**src/rtl/if_stage.sv**
```systemverilog
// if_stage: instruction-fetch stage of the RV32 pipeline.
//   Owns the fetch PC, issues word requests to instruction memory under a
//   credit limit of DEPTH (queued + outstanding), drops responses made stale by
//   a redirect, and buffers kept words {instr, pc} in an in-order queue that
//   feeds decode through a valid/ready handshake.
// Optional feature: define IF_BYPASS_EN to let a kept response go straight to
//   decode in its arrival cycle when the queue is empty.
// Ports:
//   Clk, Reset               clock (rising edge), async active-high reset
//   imem_req/imem_addr       fetch request and word address
//   imem_gnt                 request accepted this cycle
//   imem_rvalid/imem_rdata   in-order response
//   redirect/redirect_pc     flush and restart fetch at redirect_pc & ~3
//   id_valid/id_ready        handshake to decode
//   id_instr/id_pc           instruction and its PC (NOP_INSTR / 0 when idle)
module if_stage #(
  parameter int unsigned DEPTH     = 4,
  parameter logic [31:0] RESET_PC  = 32'h0000_0000,
  parameter logic [31:0] NOP_INSTR = 32'h0000_0013
) (
  input  logic        Clk,
  input  logic        Reset,
  output logic        imem_req,
  output logic [31:0] imem_addr,
  input  logic        imem_gnt,
  input  logic        imem_rvalid,
  input  logic [31:0] imem_rdata,
  input  logic        redirect,
  input  logic [31:0] redirect_pc,
  output logic        id_valid,
  input  logic        id_ready,
  output logic [31:0] id_instr,
  output logic [31:0] id_pc
);

  localparam int unsigned PW = $clog2(DEPTH);
  localparam int unsigned CW = $clog2(DEPTH + 1);

  typedef logic [PW-1:0] ptr_t;
  typedef logic [CW-1:0] cnt_t;
  typedef logic [CW:0]   sum_t;

  logic [31:0] r_fetch_pc;
  logic [31:0] r_resp_pc;
  cnt_t        r_count;
  cnt_t        r_inflight;
  cnt_t        r_discard;
  ptr_t        r_rd_ptr;
  ptr_t        r_wr_ptr;
  logic [31:0] r_q_instr [DEPTH];
  logic [31:0] r_q_pc    [DEPTH];

  logic        w_empty;
  logic        w_credit;
  logic        w_grant;
  logic        w_kept;
  logic        w_bypass;
  logic        w_push;
  logic        w_pop;
  logic [31:0] w_redirect_pc;
  logic        w_unused_rpc;
  sum_t        w_used;

  assign w_empty       = (r_count == '0);
  assign w_used        = {1'b0, r_count} + {1'b0, r_inflight};
  assign w_credit      = (w_used < sum_t'(DEPTH));
  assign w_redirect_pc = {redirect_pc[31:2], 2'b00};
  assign w_unused_rpc  = ^redirect_pc[1:0];

  assign imem_req  = w_credit && !redirect && !Reset;
  assign imem_addr = r_fetch_pc;
  assign w_grant   = w_credit && !redirect && imem_gnt;

  // A response is kept only once every stale word from before the last
  // redirect has been drained; a response in the redirect cycle is dropped.
  assign w_kept = imem_rvalid && (r_discard == '0) && !redirect;

`ifdef IF_BYPASS_EN
  assign w_bypass = w_kept && w_empty;
`else
  assign w_bypass = 1'b0;
`endif

  assign id_valid = (!w_empty || w_bypass) && !redirect && !Reset;
  assign w_pop    = !w_empty && !redirect && id_ready;
  // A bypassed word taken by decode in its arrival cycle never enters the queue.
  assign w_push   = w_kept && !(w_bypass && id_ready);

  always_comb begin
    id_instr = NOP_INSTR;
    id_pc    = '0;
    if (id_valid) begin
`ifdef IF_BYPASS_EN
      if (w_empty) begin
        id_instr = imem_rdata;
        id_pc    = r_resp_pc;
      end else begin
        id_instr = r_q_instr[r_rd_ptr];
        id_pc    = r_q_pc[r_rd_ptr];
      end
`else
      id_instr = r_q_instr[r_rd_ptr];
      id_pc    = r_q_pc[r_rd_ptr];
`endif
    end
  end

  always_ff @(posedge Clk or posedge Reset) begin
    if (Reset) begin
      r_fetch_pc <= RESET_PC;
      r_resp_pc  <= RESET_PC;
      r_count    <= '0;
      r_inflight <= '0;
      r_discard  <= '0;
      r_rd_ptr   <= '0;
      r_wr_ptr   <= '0;
    end else if (redirect) begin
      // Everything still outstanding is stale, except a word that returns in
      // this very cycle, which is dropped right here.
      r_fetch_pc <= w_redirect_pc;
      r_resp_pc  <= w_redirect_pc;
      r_count    <= '0;
      r_rd_ptr   <= '0;
      r_wr_ptr   <= '0;
      r_inflight <= r_inflight - cnt_t'(imem_rvalid);
      r_discard  <= r_inflight - cnt_t'(imem_rvalid);
    end else begin
      if (w_grant) begin
        r_fetch_pc <= r_fetch_pc + 32'd4;
      end
      r_inflight <= r_inflight + cnt_t'(w_grant) - cnt_t'(imem_rvalid);
      if (imem_rvalid && (r_discard != '0)) begin
        r_discard <= r_discard - cnt_t'(1);
      end
      if (w_kept) begin
        r_resp_pc <= r_resp_pc + 32'd4;
      end
      if (w_push) begin
        r_wr_ptr <= r_wr_ptr + ptr_t'(1);
      end
      if (w_pop) begin
        r_rd_ptr <= r_rd_ptr + ptr_t'(1);
      end
      r_count <= r_count + cnt_t'(w_push) - cnt_t'(w_pop);
    end
  end

  always_ff @(posedge Clk) begin
    if (w_push) begin
      r_q_instr[r_wr_ptr] <= imem_rdata;
      r_q_pc[r_wr_ptr]    <= r_resp_pc;
    end
  end

endmodule

```
**config.mk**
```make
export PLATFORM = sky130hd
export DESIGN_NAME = if_stage
export DESIGN_NICKNAME = d
export VERILOG_FILES = /design/src/rtl/if_stage.sv
export SDC_FILE = /design/constraint.sdc
export NUM_CORES = 1
export LEC_CHECK = 0
export CORE_ASPECT_RATIO = 0.9
export CORE_UTILIZATION = 45
export CTS_BUF_LIST = sky130_fd_sc_hd__clkbuf_4 sky130_fd_sc_hd__clkbuf_8
export CTS_CLUSTER_SIZE = 25
export DETAILED_ROUTE_END_ITERATION = 12
export MAX_ROUTING_LAYER = met4
export PLACE_DENSITY = 0.76
export SYNTH_ARGS = -nofsm -noshare
export SYNTH_HDL_FRONTEND = slang
export SYNTH_SLANG_ARGS = --single-unit
```
**constraint.sdc**
```tcl
create_clock -name Clk -period 8.4 [get_ports Clk]
set_input_delay 1.68 -clock Clk [delete_from_list [all_inputs] [get_ports Clk]]
set_output_delay 1.68 -clock Clk [all_outputs]
set_load 0.01 [all_outputs]
```
==> metrics.csv <==
stage;metric;value;unit
run_status;status;complete, no violations;
clocking;worst skew pair latency;570;ps
global_route;first-pass GRT wire length;48300;um
final_layout;fillers;2479;
synthesis;Syn Inst Count;945;
synthesis;yosys warns;0;
setup_path;CP Launch Type;input pin;
detailed_routing;DRT Pass-1 Iters;5;
timing;Slew HR;0.219;
setup_path;crit path DAT;4090;ps
setup_path;CP endpoint kind;output pin;
final_layout;share of cells above drive strength 1;0.156;
final_layout;Area growth syn-to-layout;20.8;%
die;Die X;189;um
placed_design;Post-DP HPWL;19400;um
detailed_routing;Vias;8955;
clocking;CTS H-tree depth;2;
pwr;Power, Total;4.14;mW
synthesis;register area share after synthesis;0.657;
global_route;largest net degree at the start of global routing;68;
clocking;clk sink count;321;
global_route;GR Util All Layers;0.200;
clocking;post-CTS setup buffers;0;
final_layout;NumNets Final;1199;
timing;Final Setup Violations;0;
clocking;Max clock buf depth;3;
detailed_routing;Vias/cell;5.74;
timing;hold_ws;564;ps
synthesis;Avg Cell Area, Syn;14.9;sq um
timing;RSZ-0062 raised after global routing;false;
setup_path;Critical Path RT;6720;ps
setup_path;Critical Path Sink;id_instr[11];
setup_path;Crit. Startpoint;Reset;
synthesis;number of synthesized register bits;321;
placed_design;post-placement cell count;1469;
synthesis;ys async rst share;0.227;
detailed_routing;Detailed Route Iter0 Violations;693;
timing;fin. max-slew vios;0;
global_route;initial antenna violation count;1;
timing;fin crit share;0.687;
clocking;clock buffer count from CTS;49;
synthesis;mapped cell area;14100;sq um
placed_design;pre-CTS WS;2640;ps
detailed_routing;Routed Antenna Nets;0;
global_route;vias in the first global route;8643;
final_layout;design area;17000;sq um
die;Die Area;32100;sq um
timing;clock period minus worst slack;5770;ps
pwr;PD cells;243;nW/um^2
timing;Final Hold Viols;0;
setup_path;R2R Setup Slk;4870;ps
die;Die Ht;170;um
setup_path;critical path peak fanout;36;
synthesis;ys flop type;edfxtp_1;
detailed_routing;met3 wire length;2730;um
setup_path;worst reg2reg path endpoint;r_inflight[2]$_DFF_PP0_;
placed_design;Placed Area;16100;sq um
run;maxcap violations;0;
clocking;CTS tree;yes;
final_layout;Post-Layout Cell Count;1560;
setup_path;Setup CP Type;in2out;
synthesis;Synth area leaders;edfxtp_1, dfrtp_1, mux4_2;
synthesis;synth unique cells;58;
timing;worst slew pin tran;1160;ps
detailed_routing;length of routed wiring on met1;13700;um
worst_hold_path;Hold Path Class;reg2reg;
synthesis;top-area cell type share of the netlist area;0.528;
clocking;post-CTS sizing;0;
timing;final setup margin;2630;ps
die;Core Box Area;30800;sq um
die;initial core utilization;0.458;
detailed_routing;Routed WL;31000;um
synthesis;top post-synthesis cells by count;edfxtp_1, dfrtp_1, and3_1, mux4_2, nand2_1;
synthesis;Post-synth EDFFs;248;
setup_path;Reg2Reg Depth;11;
clocking;clock-pin slew on the worst setup and hold paths;60;ps
timing;Clock Skews;14.2;ps
timing;Highest Clock Rate;173;MHz
die;IO Count;168;
final_layout;final design utilization;0.553;
detailed_routing;# DRC;0;
placed_design;Port Buf Inserts;161;
setup_path;FF-to-FF Start;r_inflight[2]$_DFF_PP0_;
timing;sum of negative setup slack;0;ps
synthesis;post-synth top area cell;edfxtp_1;
pwr;P_leak;5.88;nW
detailed_routing;top layer in use;met4;
global_route;GRT Residual Overflow;0;
detailed_routing;met2 WL;14000;um
die;row cnt;61;
synthesis;top-count cell post-synth;edfxtp_1;
clocking;CTS root buf;clkbuf_8;
detailed_routing;Routed WL per cell;19.8;um
placed_design;gp weighted congestion;0.918;
clocking;Hold Buf Count CTS;0;
pwr;VDD IR max;122;uV
==> flip-flops by register name (all words and copies together) (netlist names), 3 cells and up <==
name / flops
r_inflight: 3
imem_addr: 30
r_count: 3
r_q_instr: 128
r_discard: 3
r_resp_pc: 30
r_q_pc: 120
==> power breakdown <==
part           switching (mW)  internal (mW)
Clock                   0.589          0.663
Combinational           0.458          0.472
Sequential              0.134           1.82
Total                    1.18           2.96
==> final cells by class <==
class                      count  area, sq um  area share
clock buffer                  61          764      0.0449
sequential                   321         9280       0.544
timing repair buffer         172         1690      0.0991
multi-input combinational    542         4520       0.265
tap                          409          512      0.0300
inverter                      25         93.8     0.00551
clock inverter                29          185      0.0109
antenna                        1         2.50    0.000147
==> kinds of logic (layout without fill, tap and decap cells) <==
| family | after synthesis | after routing | share of synthesized area |
|---|---|---|---|
| buffers and inverters | 85 | 287 | 0.0244 |
| multiplexers | 79 | 79 | 0.112 |
| XOR/XNOR | 26 | 26 | 0.0161 |
| adder cells (fa/ha/maj) | 18 | 18 | 0.0170 |
| other | 1 | 5 | 0.000266 |
| AND/OR/NAND/NOR | 328 | 328 | 0.131 |
| AO/OA/AOI/OAI | 87 | 87 | 0.0419 |
| flip-flops | 321 | 321 | 0.657 |
==> worst min path at each step <==
stage	startpoint	depth (start not counted)	end
2_1_floorplan	r_inflight[2]$_DFF_PP0_	1	r_inflight[2]$_DFF_PP0_
3_3_place_gp	r_inflight[2]$_DFF_PP0_	1	r_inflight[2]$_DFF_PP0_
3_5_place_dp	r_inflight[2]$_DFF_PP0_	1	r_inflight[2]$_DFF_PP0_
4_1_cts	r_resp_pc[31]$_DFFE_PP0N_	0	r_q_pc[1][31]$_DFFE_PP_
5_1_grt	r_inflight[2]$_DFF_PP0_	1	r_inflight[2]$_DFF_PP0_
6_report	r_inflight[2]$_DFF_PP0_	1	r_inflight[2]$_DFF_PP0_
==> placed cells by master, fill, tap and decap left out, types with 17 or more instances in the layout <==
cell type / netlist / layout
clkinv_1: 0 / 20
nor4_1: 18 / 18
nand3_1: 33 / 33
inv_1: 24 / 22
nand4_1: 21 / 21
o21ai_0: 17 / 17
and3_1: 65 / 65
nand2_1: 53 / 53
clkbuf_8: 0 / 49
or4_1: 21 / 21
edfxtp_1: 248 / 248
clkdlybuf4s50_1: 0 / 160
dfrtp_1: 73 / 71
mux4_2: 62 / 62
nor2_1: 44 / 43
nor3_1: 18 / 18
==> worst max-delay path, cell delays in order <==
cell and delay (ps):
clkdlybuf4s50_1 520, nor2_4 750, buf_4 370, and3_1 200
clkdlybuf4s50_1 540
==> layer usage <==
| metal | vias up | GRT usage |
|---|---|---|
| met1 | 4390 | 0.285 |
| li1 | 4065 | - |
| met4 | 0 | 0.0550 |
| met5 | - | - |
| met3 | 54 | 0.0406 |
| met2 | 446 | 0.294 |
No activity file was read; power rests on OpenSTA's default activity.
